### src/rtl/fios_pkg.sv
// Shared types and sizing helpers for the FIOS Montgomery result path.
package fios_pkg;

  localparam int WORD_WIDTH = 17;

  // Number of 17-bit words needed to hold a result below 2p.
  function automatic int num_words(input int width);
    return (width + 1 + 16) / 17;
  endfunction

  typedef enum logic [1:0] {
    COL_IDLE    = 2'd0,
    COL_COLLECT = 2'd1,
    COL_SUB     = 2'd2,
    COL_HOLD    = 2'd3
  } fios_col_state_t;

endpackage

### src/rtl/fios_word_sub.sv
// One 17-bit word of a multi-word subtraction: diff = a - b - borrow_in.
module fios_word_sub
  import fios_pkg::*;
(
  input  logic [WORD_WIDTH-1:0] a_i,
  input  logic [WORD_WIDTH-1:0] b_i,
  input  logic                  borrow_i,
  output logic [WORD_WIDTH-1:0] diff_o,
  output logic                  borrow_o
);

  logic [WORD_WIDTH:0] full;

  assign full     = {1'b0, a_i} - {1'b0, b_i} - (WORD_WIDTH+1)'(borrow_i);
  assign diff_o   = full[WORD_WIDTH-1:0];
  assign borrow_o = full[WORD_WIDTH];

endmodule

### src/rtl/fios_res_collector.sv
// Collects result words from the FIOS chain, optionally subtracts p once, and hands
// the product downstream. Define FIOS_RES_FINAL_SUB_EN to enable the final subtraction.
module fios_res_collector
  import fios_pkg::*;
#(
  parameter  int WIDTH = 256,
  localparam int S     = num_words(WIDTH),
  localparam int RW    = S * WORD_WIDTH
) (
  input  logic                  clock_i,
  input  logic                  reset_n_i,
  input  logic                  start_i,
  input  logic                  res_valid_i,
  input  logic [WORD_WIDTH-1:0] res_i,
  input  logic [RW-1:0]         p_i,
  output logic [RW-1:0]         result_o,
  output logic                  result_valid_o,
  input  logic                  result_ready_i,
  output logic                  busy_o,
  output logic                  err_o
);

  localparam int              CNT_W = $clog2(S + 1);
  localparam logic [CNT_W-1:0] LAST = CNT_W'(S - 1);

  fios_col_state_t  state_q, state_d;
  logic [CNT_W-1:0] cnt_q, cnt_d;
  logic [RW-1:0]    words_q, words_d;
  logic [RW-1:0]    result_q, result_d;
  logic             valid_q, valid_d;
  logic             busy_q, busy_d;
  logic             err_q, err_d;

  logic handshake, start_acc, word_acc, last_word;

  assign handshake = valid_q & result_ready_i;
  // A start in HOLD only counts when it coincides with the handshake.
  assign start_acc = start_i & ((state_q != COL_HOLD) | handshake);
  assign word_acc  = res_valid_i & ~start_i & (state_q == COL_COLLECT);
  assign last_word = word_acc & (cnt_q == LAST);

`ifdef FIOS_RES_FINAL_SUB_EN
  logic [RW-1:0]         diff_q, diff_d;
  logic                  borrow_q, borrow_d;
  logic [WORD_WIDTH-1:0] sub_diff;
  logic                  sub_borrow;

  fios_word_sub u_word_sub (
    .a_i      (words_q[cnt_q*WORD_WIDTH +: WORD_WIDTH]),
    .b_i      (p_i[cnt_q*WORD_WIDTH +: WORD_WIDTH]),
    .borrow_i (borrow_q),
    .diff_o   (sub_diff),
    .borrow_o (sub_borrow)
  );
`else
  logic unused_p;
  assign unused_p = ^p_i;
`endif

  always_ff @(posedge clock_i or negedge reset_n_i) begin
    if (!reset_n_i) state_q <= COL_IDLE;
    else            state_q <= state_d;
  end

  always_comb begin
    state_d = state_q;
    if (start_acc) begin
      state_d = COL_COLLECT;
    end else begin
      case (state_q)
        COL_COLLECT: begin
`ifdef FIOS_RES_FINAL_SUB_EN
          if (last_word) state_d = COL_SUB;
`else
          if (last_word) state_d = COL_HOLD;
`endif
        end
        COL_SUB:  if (cnt_q == LAST) state_d = COL_HOLD;
        COL_HOLD: if (handshake) state_d = COL_IDLE;
        default:  state_d = state_q;
      endcase
    end
  end

  always_comb begin
    busy_d = (state_d == COL_COLLECT) || (state_d == COL_SUB);
`ifdef FIOS_RES_FINAL_SUB_EN
    valid_d = (state_d == COL_HOLD);
`else
    // Raw results still spend one registered cycle in HOLD before being offered.
    valid_d = (state_q == COL_HOLD) && !handshake;
`endif
    if (start_acc)                                   err_d = 1'b0;
    else if (res_valid_i && state_q != COL_COLLECT) err_d = 1'b1;
    else                                             err_d = err_q;
  end

  always_comb begin
    cnt_d    = cnt_q;
    words_d  = words_q;
    result_d = result_q;
`ifdef FIOS_RES_FINAL_SUB_EN
    diff_d   = diff_q;
    borrow_d = borrow_q;
`endif
    if (start_acc) begin
      cnt_d = '0;
    end else if (word_acc) begin
      words_d[cnt_q*WORD_WIDTH +: WORD_WIDTH] = res_i;
      cnt_d = last_word ? '0 : cnt_q + CNT_W'(1);
`ifdef FIOS_RES_FINAL_SUB_EN
      if (last_word) borrow_d = 1'b0;
`else
      if (last_word) result_d = words_d;
`endif
    end
`ifdef FIOS_RES_FINAL_SUB_EN
    else if (state_q == COL_SUB) begin
      diff_d[cnt_q*WORD_WIDTH +: WORD_WIDTH] = sub_diff;
      borrow_d = sub_borrow;
      cnt_d    = cnt_q + CNT_W'(1);
      // Final borrow set means word < p, so the raw value is already reduced.
      if (cnt_q == LAST) begin
        result_d = sub_borrow ? words_q : diff_d;
        cnt_d    = '0;
      end
    end
`endif
  end

  always_ff @(posedge clock_i or negedge reset_n_i) begin
    if (!reset_n_i) begin
      cnt_q    <= '0;
      words_q  <= '0;
      result_q <= '0;
      valid_q  <= 1'b0;
      busy_q   <= 1'b0;
      err_q    <= 1'b0;
`ifdef FIOS_RES_FINAL_SUB_EN
      diff_q   <= '0;
      borrow_q <= 1'b0;
`endif
    end else begin
      cnt_q    <= cnt_d;
      words_q  <= words_d;
      result_q <= result_d;
      valid_q  <= valid_d;
      busy_q   <= busy_d;
      err_q    <= err_d;
`ifdef FIOS_RES_FINAL_SUB_EN
      diff_q   <= diff_d;
      borrow_q <= borrow_d;
`endif
    end
  end

  assign result_o       = result_q;
  assign result_valid_o = valid_q;
  assign busy_o         = busy_q;
  assign err_o          = err_q;

endmodule

### config.mk
export PLATFORM = sky130hd
export DESIGN_NAME = fios_res_collector
export DESIGN_NICKNAME = d
export VERILOG_FILES = /design/src/rtl/fios_pkg.sv /design/src/rtl/fios_word_sub.sv /design/src/rtl/fios_res_collector.sv
export SDC_FILE = /design/constraint.sdc
export NUM_CORES = 1
export LEC_CHECK = 0
export BUFFER_PORTS_ARGS = -buffer_cell sky130_fd_sc_hd__buf_2
export CORE_AREA = 4 4 217 219
export CTS_CLUSTER_SIZE = 24
export DETAILED_ROUTE_END_ITERATION = 10
export DIE_AREA = 0 0 221 223
export PLACE_DENSITY = 0.78
export SLEW_MARGIN = 5
export SYNTH_ARGS = -nofsm -noshare
export SYNTH_HDL_FRONTEND = slang
export SYNTH_SLANG_ARGS = --single-unit
### constraint.sdc
create_clock -name clock_i -period 6.9 [get_ports clock_i]
set_input_delay 1.035 -clock clock_i [delete_from_list [all_inputs] [get_ports clock_i]]
set_output_delay 1.035 -clock clock_i [all_outputs]
set_load 0.01 [all_outputs]
* Yosys cells after proc, flatten, opt, wreduce, memory -nomap -nowiden *
Cells that the tools add are included.

operators by class
  $add $sub $neg = 2
  multipliers = 1
  divide/modulo/power cells = 0
  magnitude comparators = 0
  equality and inequality tests = 8
  shifts and indexed selects = 2
  muxes and demuxes = 11
  bitwise logic cells = 8
  reductions and logical operators = 8

operator list
  cell                                                     count
  bitwise mux 272 bit                                      1
  variable shift 17 x 34 -> 272 bit, first input constant  1
  variable part select 17 x 34 -> 272 bit                  1
  negator 10 -> 34 bit                                     1
  two-way mux 5 bit                                        3
  multiplier 5 x 5 -> 10 bit, second input constant        1
  two-way mux 2 bit                                        4
  == test 2 bit, second input constant                     3
  case mux 2 bit (3 select lines)                          1
  adder 5 x 1 -> 5 bit, second input constant              1
  AND 1 bit                                                5
  == test 5 x 4 -> 1 bit, second input constant            1
  == test 2 x 1 -> 1 bit, second input constant            2
  nonzero test 2 bit                                       2
  AND reduction 3 bit                                      1
  logical AND 1 bit                                        2
  two-way mux 1 bit                                        2
  inequality test 2 x 1 -> 1 bit, second input constant    1
  inequality test 2 bit, second input constant             1
  inverter 1 bit                                           2
  AND reduction 2 bit                                      1
  logical NOT 1 bit                                        1
  logical OR 1 bit                                         1
  OR 1 bit                                                 1

storage, ports and cells
  bits in registers = 554
  bits in latches = 0
  RAM bits = 0
  ROM bits = 0
  input port bits = 294
  output and inout port bits = 275
  memories kept = 0

* Longest topological paths before layout *
Gate-level depths: netlist (run 1).

  depth in word-level cells = 9
  mapped depth = 12
  gate-level depth less buffers = 7

* Worst setup path before layout (run 1) *
No wires, ideal clock.

  path kind = input -> register
  start point = input port start_i
  end point = register words_q[58]
  library setup time = 0.125 ns
  arrival = 2.472 ns
  data required time = 6.775 ns
  slack = 4.303 ns
  stages on the path = 6
  buffers on the path = 2
  path through = and4bb_2 buf_4 nand2_1 nor2_2 buf_4 mux2_2

on the way
  cells in the longest elaborated chain, start to end = 4

ends and longest elaborated chain
  element                                 RTL line                   text
  from (decl)                             fios_res_collector.sv:12   input logic start_i,
  inverter 1 bit                          fios_res_collector.sv:39   assign word_acc = res_valid_i & ~start_i & (state_q == COL_COLLECT);
  AND 1 bit (2 in series)                 fios_res_collector.sv:39
  AND reduction 2 bit (no source line) *  n/a
  to (signal assigned)                    fios_res_collector.sv:145  words_q <= words_d;
  to (decl)                               fios_res_collector.sv:28   logic [RW-1:0] words_q, words_d;

Every way passes the cells marked *; elsewhere a longest branch is shown, timed or not.
A chain may end at the register's enable or synchronous reset.

* Worst setup path after layout (run 1) *
  start point = register cnt_q[0]
  end point = register words_q[249]

on the way
  cells in the longest elaborated chain, start to end = 4

ends and longest elaborated chain
  element                                                                                       RTL line                   text
  from (decl)                                                                                   fios_res_collector.sv:27   logic [CNT_W-1:0] cnt_q, cnt_d;
  from (signal assigned)                                                                        fios_res_collector.sv:144  cnt_q <= cnt_d;
  multiplier 5 x 5 -> 10 bit *                                                                  fios_res_collector.sv:109  words_d[cnt_q*WORD_WIDTH +: WORD_WIDTH] = res_i;
  negator 10 -> 34 bit *                                                                        fios_res_collector.sv:109
  variable part select 17 x 34 -> 272 bit or variable shift 17 x 34 -> 272 bit (tied branches)  fios_res_collector.sv:109
  bitwise mux 272 bit *                                                                         fios_res_collector.sv:109

Marks and branches as above.

==> results of run 1 <==
registers in the layout, indices dropped and copies added (netlist names):
register / flops
result_valid_o: 1
state_q: 2
busy_o: 1
words_q: 272
cnt_q: 5
result_o: 272
err_o: 1
path summary, 6_finish.rpt:
path / endpoint / startpoint / cells past startpoint / slack [ns]
max in group asynchronous: words_q[66] / reset_n_i / 2 / 4.69
worst min register to register: result_o[48] / words_q[48] / 2 / 0.46
worst max register to register: words_q[249] / cnt_q[0] / 7 / 2.66
worst min-delay path: result_o[48] / words_q[48] / 2 / 0.46
min in group asynchronous: words_q[44] / reset_n_i / 1 / 0.52
worst max-delay path: words_q[249] / cnt_q[0] / 7 / 2.66
routing by layer:
metal,global-route usage,vias to the layer above,part of all wire
met5,0,-,0
li1,-,7454,-
met2,0.375,694,0.44
met1,0.338,8285,0.42
met3,0.0937,122,0.11
met4,0.0872,0,0.032
stage by stage:
step | setup slack [ns] | total power [mW] | instances | cell area, µm²
2_1_floorplan | 4.30 | 3.79 | 2113 | 22700
3_3_place_gp | 2.91 | 3.94 | 2871 | 24400
3_5_place_dp | 2.72 | 3.98 | 2871 | 24400
4_1_cts | 2.69 | 7.03 | 2972 | 26300
5_1_grt | 2.46 | 7.23 | 2972 | 26300
6_report | 2.66 | 6.98 | 2976 | 26300
cell type report:
| type | count | area [µm²] |
|---|---|---|
| Clock buffer | 83 | 1630 |
| Multi-Input combinational cell | 1397 | 8110 |
| Timing Repair Buffer | 308 | 1630 |
| Inverter | 12 | 45.0 |
| Antenna cell | 4 | 10.0 |
| Sequential cell | 554 | 13900 |
| Tap cell | 600 | 751 |
| Fill cell | 3699 | 18800 |
| Clock inverter | 18 | 225 |
worst max-delay path: stages (launching register included):
cell and delay (ns):
sky130_fd_sc_hd__dfrtp_1 0.90, sky130_fd_sc_hd__inv_1 0.17, sky130_fd_sc_hd__ha_1 0.39, sky130_fd_sc_hd__and2b_1 0.27, sky130_fd_sc_hd__a21o_4 0.26, sky130_fd_sc_hd__a22oi_2 0.84
sky130_fd_sc_hd__nand2b_1 0.82, sky130_fd_sc_hd__mux2_2 0.43
where the power goes:
group	total, mW	internal (mW)	leakage [nW]	switching, mW
clock network	3.06	1.79	0.909	1.28
registers	3.46	3.39	7.65	0.0750
logic	0.457	0.172	5.55	0.285
total	6.98	5.34	14.1	1.64
placed cells by master (no fill, tap or decap), types with 4 or more instances in the layout:
cell and count:
sky130_fd_sc_hd__a21oi_1 122, sky130_fd_sc_hd__a31oi_1 27, sky130_fd_sc_hd__and2_1 21, sky130_fd_sc_hd__and2b_1 4, sky130_fd_sc_hd__and3_1 14, sky130_fd_sc_hd__buf_12 4
sky130_fd_sc_hd__buf_2 295, sky130_fd_sc_hd__buf_4 8, sky130_fd_sc_hd__bufinv_16 4, sky130_fd_sc_hd__clkbuf_1 14, sky130_fd_sc_hd__clkbuf_16 56, sky130_fd_sc_hd__clkbuf_8 13
sky130_fd_sc_hd__clkinv_2 6, sky130_fd_sc_hd__dfrtp_1 554, sky130_fd_sc_hd__diode_2 4, sky130_fd_sc_hd__ha_1 4, sky130_fd_sc_hd__inv_1 12, sky130_fd_sc_hd__mux2_2 166
sky130_fd_sc_hd__mux2_4 13, sky130_fd_sc_hd__mux2i_1 85, sky130_fd_sc_hd__nand2_1 604, sky130_fd_sc_hd__nand2_4 5, sky130_fd_sc_hd__nand3_1 11, sky130_fd_sc_hd__nor2_1 111
sky130_fd_sc_hd__nor2_2 4, sky130_fd_sc_hd__o21ai_0 147, sky130_fd_sc_hd__o31ai_1 12
kinds of logic after synthesis:
kind of cell | share of synthesized area
flops | 0.610
buf+inv | 0.0347
compound gates | 0.0787
xor+xnor | 0.000385
fa+ha+maj | 0.00220
mux | 0.129
simple gates | 0.145
==> summary.txt, run 1 <==
Route
  • First-iteration detailed-routing DRC count: about 1,500
  • Routed length per placed instance: 21.1 µm
  • Overall via count from detail_route: 16,600
  • Routed wire length: roughly 63,000 µm
  • Vias per cell: 5.56
  • Final ANT Viol Nets: 0
  • Number of search-and-repair iterations in the first detailed-routing pass: 5
  • Residual DRC count: 0

Synth
  • Syn Inst Count: 2,113
  • Area share of the leading cell type in the synthesized netlist: 0.610
  • Syn Area/Cell: 10.8 µm²
  • Flops & latches, synth: 554
  • Cell with the most instances after synthesis: sky130_fd_sc_hd__nand2_1
  • Yosys warning count: 0
  • Biggest area contributors in the synthesized netlist: sky130_fd_sc_hd__dfrtp_1 61%, sky130_fd_sc_hd__nand2_1 10%, sky130_fd_sc_hd__mux2_2 8.2%, sky130_fd_sc_hd__mux2i_1 3.7%, sky130_fd_sc_hd__o21ai_0 3.3%
  • Cell type with the highest aggregate area in the netlist: sky130_fd_sc_hd__dfrtp_1
  • Number of enable flip-flop cells after synthesis: 0
  • Synth cell types: between 50 and 60
  • Summed instance area of the synthesized netlist: ~0.023 mm²
  • Part of the Yosys area used for sequential elements: 0.610
  • Async set-or-reset flop fraction in the synthesized netlist: 1.00
  • Cell types with the highest counts after synthesis: 605 x sky130_fd_sc_hd__nand2_1, 554 x sky130_fd_sc_hd__dfrtp_1, 166 x sky130_fd_sc_hd__mux2_2
  • Most common flop cell mapped by yosys: sky130_fd_sc_hd__dfrtp_1
  • Total nets after synthesis: 2,411

STA
  • Worst hold margin: 0.465 ns
  • RSZ-0062 raised after global routing: false
  • Max Fclk: 0.236 GHz
  • Final number of setup-violating endpoints: 0
  • Final hold violations: 0
  • Setup_tns: 0 ns
  • Max-Slew Margin vs Limit: 0.171
  • Final worst path period share: 0.614
  • Worst Max-Slew Pin Slew: roughly 1.2 ns
  • Slew Limit Fails: 0
  • Tmin final: 4.24 ns
  • Setup skew after layout: 0.0268 ns

Clock network
  • CTS buffer count: 55
  • Longest Clk Path Bufs: 3
  • CTS-repair resized insts: 0
  • Clock latency on the worst-skew pair: 0.62 ns
  • CTS root buf: sky130_fd_sc_hd__clkbuf_16
  • Clock tree from TritonCTS: built
  • Number of H-tree levels: 2
  • Clock input transition at the sequential cells of the worst setup and hold paths: 0.06 ns
  • CTS Hold Buffers Added: 0
  • CTS Sinks: 554
  • Number of setup buffers added after CTS: 0

Global route
  • Vias in the first global route: 16,500
  • GRT Overall Usage: 0.250
  • Overflow after GRT: 0
  • Global-route wire length before repair: 97,100 µm
  • Pin count of the biggest net entering global routing: approximately 220
  • Number of antenna violations at the first check in global routing: 3

Critical path
  • Type of the worst setup path: reg2reg
  • Critical Path Fanout Max: 26
  • Arrival time of the worst setup path: 4.71 ns
  • CP startpoint kind: flip-flop
  • Critical path capture point type: flip-flop
  • Required time reported for the critical path endpoint: 7.38 ns

Placement
  • Placed wire-length estimate: 39,200 µm
  • Final estimated routing congestion in global placement: 0.859
  • Number of port buffers: 296

Power
  • Static Leak: between 10 and 15 nW
  • Worst-case vdd ir drop: 220 µV
  • Power density cells: around 270 mW/mm²

Run status
  • Status: complete, no violations

Floorplan
  • Row cnt: 78
  • Die Width: 221 µm
  • Vertical die dimension: roughly 220 µm
  • Full die area: a little under 0.05 mm²
  • Number of I/O pins: 569
  • Core ar.: 0.0451 mm²
  • Initial Util: 0.504

Job
  • Number of max-cap violations: 0

Hold path
  • Kind of path behind the tightest hold check: reg2reg

Finish
  • Area growth syn-to-layout: 15.6%
  • Net count, final: 2,626
  • Final core utilization: 0.583
  • Proportion of layout cells with a drive suffix above 1: 0.257
Note: power is estimated with default switching activity, not from simulation.
==> run 2: changes to the inputs <==
CORE_AREA = unset   (was 4 4 217 219)
CORE_MARGIN = 4   (was unset)
CORE_UTILIZATION = 48   (was unset)
DIE_AREA = unset   (was 0 0 221 223)
clock period = 3.7 ns   (was 6.9 ns; I/O delays follow)
==> run 2 against run 1 <==
Compared with the run above: the run now ends with negative hold slack left; core utilization shrank 1.3 points; highest routed layer unchanged; register-to-register slack lost 2.2 ns; first-iteration DRC count grew 7.0%; critical path type unchanged; final cell count grew 1.0%; clock-buffer cell count shrank 12; hold slack lost 0.48 ns; largest cell class unchanged.
==> summary.txt, run 2 (same netlist as run 1, synthesis figures left out) <==
Power
  • Power density cells: 493 mW/mm²
  • Sequential group share of total power: 0.492
  • Total Power: 13.1 mW
  • Static Leak: 14.3 nW
  • Net Sw Frac: 0.238
  • Cell internal power dissipation: about 10 mW
  • Net load switching power: 3.12 mW
  • Worst-case vdd ir drop: 411 µV
  • Part of the power in combinational logic: 0.068
  • Proportion of power drawn by the clock network: 0.439

Job
  • Number of max-cap violations: 0

Finish
  • Proportion of layout cells with a drive suffix above 1: 0.268
  • Commonest cells after routing, fill and taps aside: 604 x sky130_fd_sc_hd__nand2_1, 554 x sky130_fd_sc_hd__dfrtp_1, 295 x sky130_fd_sc_hd__buf_2
  • Final design instance area without fill: 0.0266 mm²
  • Number of diodes: 0
  • Non-filler cells in the finished layout: 3,006
  • Fillcell total: 3,871
  • Commonest non-fill, non-tap cell in the layout: sky130_fd_sc_hd__nand2_1
  • Net count, final: 2,652
  • Area growth syn-to-layout: 16.8%
  • Final core utilization: 0.569

STA
  • Setup skew after layout: 0.0217 ns
  • Final worst path period share: 0.866
  • RSZ-0062 raised after global routing: false
  • Final number of setup-violating endpoints: 0
  • Setup_tns: 0 ns
  • Worst hold margin: -0.0196 ns
  • Worst Max-Slew Pin Slew: 1.27 ns
  • Final hold violations: 10
  • Max-Slew Margin vs Limit: 0.154
  • Tmin final: 3.20 ns
  • Worst path setup slack after routing: about 0.50 ns
  • Slew Limit Fails: 0
  • Max Fclk: between 0.3 and 0.4 GHz

Critical path
  • Critical Path Fanout Max: 12
  • Count of buffer and inverter cells on the critical path: 2
  • Type of the worst setup path: reg2reg
  • Worst r2r src: cnt_q[1]
  • Critical register-to-register path endpoint: result_o[165]
  • Required time reported for the critical path endpoint: 4.22 ns
  • R2R depth: 8
  • Max stage delay on crit path: 0.69 ns
  • Cell at the slowest stage of the critical path: sky130_fd_sc_hd__o21a_1
  • Arrival time of the worst setup path: 3.73 ns
  • Critical path capture point type: flip-flop
  • CP startpoint kind: flip-flop
  • Gate family responsible for the most delay along the worst path: compound AO/OA/AOI/OAI gates
  • Crit path cell chain: inv_1 -> ha_1 -> nor3_1 -> a21boi_4 -> o21a_1 -> buf_4 -> a31oi_1 -> a21oi_1
  • Reg2reg setup slack: 0.50 ns

Route
  • Routed length per placed instance: 21.3 µm
  • Routed wire length: 64,200 µm
  • Overall via count from detail_route: 16,800
  • Vias per cell: 5.58
  • First-iteration detailed-routing DRC count: 1,635
  • Final ANT Viol Nets: 0
  • Number of search-and-repair iterations in the first detailed-routing pass: 6
  • Residual DRC count: 0

Floorplan
  • Core ar.: 0.0467 mm²
  • Initial Util: 0.487
  • Number of I/O pins: 569
  • Die Width: 226 µm
  • Full die area: between 0.05 and 0.06 mm²
  • Row cnt: around 80
  • Vertical die dimension: 226 µm

Run status
  • Status: finished with violations
  • Violated checks: negative hold slack

Global route
  • Global Route met2 Usage: 0.365
  • Global-route wire length before repair: 98,200 µm
  • GRT Overall Usage: 0.249
  • Pin count of the biggest net entering global routing: about 140
  • Most crowded layer after global routing: met2
  • Overflow after GRT: 0
  • Number of antenna violations at the first check in global routing: 1
  • GRT met1 Usage: 0.339
  • Vias in the first global route: 16,800
  • Met3 capacity usage during global routing: 0.0945

Clock network
  • CTS Sinks: 554
  • Number of H-tree levels: 2
  • CTS root buf: sky130_fd_sc_hd__clkbuf_16
  • Number of setup buffers added after CTS: 0
  • Clock latency on the worst-skew pair: 0.62 ns
  • CTS buffer count: 54
  • CTS-repair resized insts: 0
  • Clock tree from TritonCTS: built
  • Clock input transition at the sequential cells of the worst setup and hold paths: 0.06 ns
  • Longest Clk Path Bufs: 3
  • CTS Hold Buffers Added: 0

Placement
  • Place WS: between 0.5 and 0.6 ns
  • Number of port buffers: 296
  • Final estimated routing congestion in global placement: between 0.8 and 0.9
  • Placed instance count: 2,905
  • Placed wire-length estimate: 41,300 µm
  • Instance area after placement: 0.0247 mm²

Hold path
  • Kind of path behind the tightest hold check: in2async
[run 2: worst max-delay path by stage]
stage	start	end	slack, ns	cells past startpoint
3_5_place_dp	cnt_q[1]	result_o[154]	0.55	8
2_1_floorplan	cnt_q[0]	words_q[109]	1.18	10
3_3_place_gp	cnt_q[1]	result_o[165]	0.67	8
5_1_grt	cnt_q[1]	result_o[165]	0.35	8
4_1_cts	cnt_q[1]	result_o[154]	0.52	8
6_report	cnt_q[1]	result_o[165]	0.50	8
[run 2: cell type report]
class                   instances  area [µm²]  share of cell area
multi-input cells            1397        8110               0.305
flip-flops and latches        554       13900               0.522
clock inverters                30         353              0.0133
repair buffers                335        1910              0.0719
clock buffers                  71        1520              0.0571
well taps                     607         759              0.0286
inverters                      12        45.0             0.00170
[run 2: routing by layer]
metal	up-vias	share of wire	wire, µm
li1	7500	-	-
met1	8408	0.42	27000
met2	721	0.43	27700
met3	155	0.11	7050
met4	0	0.038	2420
met5	-	0	0
[run 2: power by group through the flow]
stage	combinational, mW	clock [mW]	sequential, mW
after detailed placement	0.892	0	6.55
after CTS	0.903	5.83	6.44
after global routing	0.984	6.08	6.47
after floorplan	0.551	0	6.51
after global placement	0.851	0	6.53
final	0.897	5.76	6.45
